===== src/rtl/clk_div_6.sv =====
// clk_div_6: registered divide-by-COEFFICIENT clock (low floor(N/2), high N-floor(N/2)); ports i_clk, i_reset (sync active-high), o_div_clk
module clk_div_6 #(
    parameter int COEFFICIENT = 6,
    parameter int CNT_WIDTH   = 3
) (
    input  logic i_clk,
    input  logic i_reset,
    output logic o_div_clk
);
    generate
        if (COEFFICIENT < 2 || (2 ** CNT_WIDTH) < COEFFICIENT) begin : g_bad_cfg
            $error("clk_div_6: COEFFICIENT must be >= 2 and fit in CNT_WIDTH bits");
        end
    endgenerate
    localparam logic [CNT_WIDTH-1:0] LAST = CNT_WIDTH'(COEFFICIENT - 1);
    localparam logic [CNT_WIDTH-1:0] RISE = CNT_WIDTH'(COEFFICIENT / 2 - 1);
    logic [CNT_WIDTH-1:0] cnt;
    logic                 div_q;
    always_ff @(posedge i_clk) begin
        if (i_reset) begin
            cnt   <= '0;
            div_q <= 1'b0;
        end else begin
            cnt   <= (cnt == LAST) ? '0 : cnt + 1'b1;
            div_q <= (cnt == RISE) ? 1'b1 : (cnt == LAST) ? 1'b0 : div_q;
        end
    end
    assign o_div_clk = div_q;
endmodule


===== config.mk =====
export PLATFORM = sky130hd
export DESIGN_NAME = clk_div_6
export DESIGN_NICKNAME = d
export VERILOG_FILES = /design/src/rtl/clk_div_6.sv
export SDC_FILE = /design/constraint.sdc
export NUM_CORES = 1
export LEC_CHECK = 0
export BUFFER_PORTS_ARGS = -buffer_cell sky130_fd_sc_hd__clkbuf_2
export CORE_AREA = 2 2 39 41
export CTS_CLUSTER_SIZE = 14
export DETAILED_ROUTE_END_ITERATION = 10
export DIE_AREA = 0 0 41 43
export PLACE_DENSITY_LB_ADDON = 0.3
export SLEW_MARGIN = 20
export SYNTH_ARGS = -nofsm -noshare
export SYNTH_HDL_FRONTEND = slang
export SYNTH_SLANG_ARGS = --single-unit

===== constraint.sdc =====
create_clock -name i_clk -period 1.91 [get_ports i_clk]
set_input_delay 0.191 -clock i_clk [delete_from_list [all_inputs] [get_ports i_clk]]
set_output_delay 0.191 -clock i_clk [all_outputs]
set_load 0.03 [all_outputs]

==> metrics.json <==
{
  "floorplanning": {
    "pin_count": 3,
    "core-area_um2": 1384,
    "chipHeight_um": 43,
    "floorplan.die_area_um2": 1763,
    "std_cell_rows": 14,
    "initial_core_utilization": 0.1329,
    "die-width_um": 41
  },
  "yosys": {
    "synth.top_cells.by_area": "sky130_fd_sc_hd__dfxtp_1 44%, sky130_fd_sc_hd__ha_1 20%, sky130_fd_sc_hd__nand2b_1 6.8%",
    "ys_top_cells_by_count": "4 x sky130_fd_sc_hd__dfxtp_1, 3 x sky130_fd_sc_hd__ha_1, 3 x sky130_fd_sc_hd__inv_1",
    "share_of_yosys_cell_area_claimed_by_the_top_area_cell_type": 0.4354,
    "seq_area_frac_synth": 0.4354,
    "synthCells": 18,
    "avgSynthCellArea_um2": 10.22,
    "synth_largest_area_cell": "sky130_fd_sc_hd__dfxtp_1",
    "synth_enable_flop_cells": 0,
    "asyncSetResetFlopFracSynth": 0,
    "synth_ff_type": "sky130_fd_sc_hd__dfxtp_1",
    "synth-warning-count": 0,
    "synth.most_common_cell": "sky130_fd_sc_hd__dfxtp_1",
    "syn_std_cell_area_um2": 183.9,
    "ys_ff_latch": 4,
    "netlist-cell-type-count": 9,
    "postSynthNetCount": 23
  },
  "setup_path": {
    "critical_register_to_register_path_endpoint": "cnt[2]",
    "timing_worst_setup_path_type": "register to register",
    "timing.critical_path.fanout_max": 3,
    "critPathBufInv": 1,
    "critical-path-slowest-cell": "sky130_fd_sc_hd__or3b_1",
    "cpLargestDelayFamily": "simple AND/OR/NAND/NOR gates",
    "r2r_start": "cnt[1]",
    "cp.required_ns": 2.07,
    "slowest_delay_ns": 0.39,
    "setup.worst_path.start": "cnt[1]",
    "reg2reg_slack_ns": 0.77,
    "worstSetupEndpointType": "register",
    "worst_setup_path_start_kind": "register",
    "worst_ep_arrival_time_ns": 1.31,
    "timing.critical_path.cells": "inv_1, ha_1, or3b_1, a21oi_2",
    "r2r_cells": 4
  },
  "pwr": {
    "worst_vdd_drop_uv": 180.8,
    "power.static_leakage_uw": 0.00009860,
    "power.total_uw": 225.8,
    "p_per_area_nw_per_um2": 954.8
  },
  "clock_network": {
    "clock_tree.root_cell": "sky130_fd_sc_hd__clkbuf_4",
    "tritoncts": "built",
    "cts.sinks": 4,
    "worst_skew_pair.late_latency_ns": 0.23,
    "cts.reportedPaths.clkPinSlew_ns": 0.03,
    "cts_max_path_buffers": 2,
    "cts.htree.levels": 1,
    "post-cts-setup-buffer-count": 0,
    "postcts_resize_cnt": 0,
    "number_of_buffers_added_to_fix_hold_violations_after_cts": 0,
    "cts_made_buffers": 3
  },
  "place": {
    "post-dp-hpwl_um": 266.1,
    "port_buffers": 2,
    "dpl_cell_area_um2": 214.0,
    "gp_congestion": 0.5284
  },
  "routing": {
    "drt-vias-per-instance": 3.410,
    "number_of_vias_after_detailed_routing": 133,
    "dr.pass1.iters": 1,
    "postRouteWirelength_um": 312,
    "drt_first_iter_violations": 0,
    "antenna_left": 0,
    "drcViolationCount": 0,
    "wire_per_inst_um": 8.000
  },
  "grt": {
    "pin_count_of_the_biggest_net_entering_global_routing": 6,
    "first_global_vias": 159,
    "grt_antenna_before_repair": 0,
    "grt_use_met3": 0.01571,
    "globalRouteMet2Util": 0.07188,
    "gr-total-overflow": 0,
    "busiest_layer": "met4",
    "global_route.usage.met1": 0.04487,
    "grt_first_pass_wirelength_um": 545,
    "globalRouteTotalUtil": 0.05216
  },
  "sta": {
    "finalSetupViolCount": 0,
    "final_report_max_slew_violation_count": 0,
    "setup_total_negative_slack_ns": 0,
    "max_slew_margin": 0.8268,
    "timing.clock.skew_ns": 0.001048,
    "worst-slew-pin-transition_ns": 0.2590,
    "final.min_clock_period_ns": 1.145,
    "max_fclk_mhz": 873.6,
    "rsz0062_at_grt": "no",
    "period_share": 0.5993,
    "finalHoldViolations": 0
  },
  "cells_and_area": {
    "antennaDiodeCount": 0,
    "areaGrowthSynthToFinish_pct": 28.57,
    "final_core_area_utilization": 0.1709,
    "drive_above_1_share": 0.2609,
    "post_route_cell_area_um2": 236.5,
    "final_net_count": 30
  },
  "worst_hold_path": {
    "worst_min_delay_path_class": "input port to register",
    "holdPathEnd": "cnt[2]",
    "holdPathStages": 2,
    "hp-start": "i_reset"
  },
  "flow_run": {
    "max_cap_violations": 0
  },
  "outcome": {
    "status": "complete, no violations"
  }
}
## sequential cells by signal (all words and copies together) (netlist names)
register and count:
o_div_clk 1, cnt 3
## per-stage QoR
step / hold WS [ns] / std cells / setup WS, ns
floorplan: 0.2534 / 18 / 0.8281
global placement: 0.4161 / 36 / 0.8115
detailed placement: 0.4238 / 36 / 0.7571
CTS: 0.1806 / 39 / 0.7492
global route: 0.1863 / 39 / 0.6842
finish: 0.1871 / 39 / 0.7653
## metal layers
layer	routed length, um	vias to the layer above
li1	-	70
met1	125	59
met2	172	4
met3	14	0
met4	0	0
met5	0	-
## kinds of logic (layout without fill, tap and decap cells)
family / Yosys count / after routing / share of synthesized area
fa+ha+maj: 3 / 3 / 0.2041
compound gates: 2 / 2 / 0.09526
buf+inv: 3 / 8 / 0.06122
simple gates: 6 / 6 / 0.2041
flops: 4 / 4 / 0.4354
## cell type report
cell class	count	area, um^2
Fill cell	157	1147
Tap cell	16	20.02
Inverter	3	11.26
Timing Repair Buffer	2	10.01
Sequential cell	4	80.08
Clock buffer	3	22.52
Multi-Input combinational cell	11	92.59
## layout by cell type, fill, tap and decap left out
cell type / n
sky130_fd_sc_hd__dfxtp_1: 4
sky130_fd_sc_hd__inv_1: 3
sky130_fd_sc_hd__ha_1: 3
sky130_fd_sc_hd__clkbuf_4: 3
sky130_fd_sc_hd__nand2b_1: 2
sky130_fd_sc_hd__nor3_1: 2
sky130_fd_sc_hd__clkbuf_2: 2
sky130_fd_sc_hd__or3b_1: 1
sky130_fd_sc_hd__a21oi_2: 1
sky130_fd_sc_hd__and2_1: 1
sky130_fd_sc_hd__o32ai_1: 1
## how the worst max path moves through the flow
stage | slack, ns | cells after the start | to
2_1_floorplan | 0.83 | 4 | cnt[2]
3_3_place_gp | 0.81 | 4 | cnt[2]
3_5_place_dp | 0.76 | 4 | cnt[2]
4_1_cts | 0.75 | 4 | cnt[2]
5_1_grt | 0.68 | 4 | cnt[2]
6_report | 0.77 | 4 | cnt[2]
## report_power, final
part | switching (uW) | internal, uW
combinational | 16.0 | 11.5
sequential | 5.81 | 92.1
clock | 30.3 | 70.0
Power figures use the tool's default switching activity.
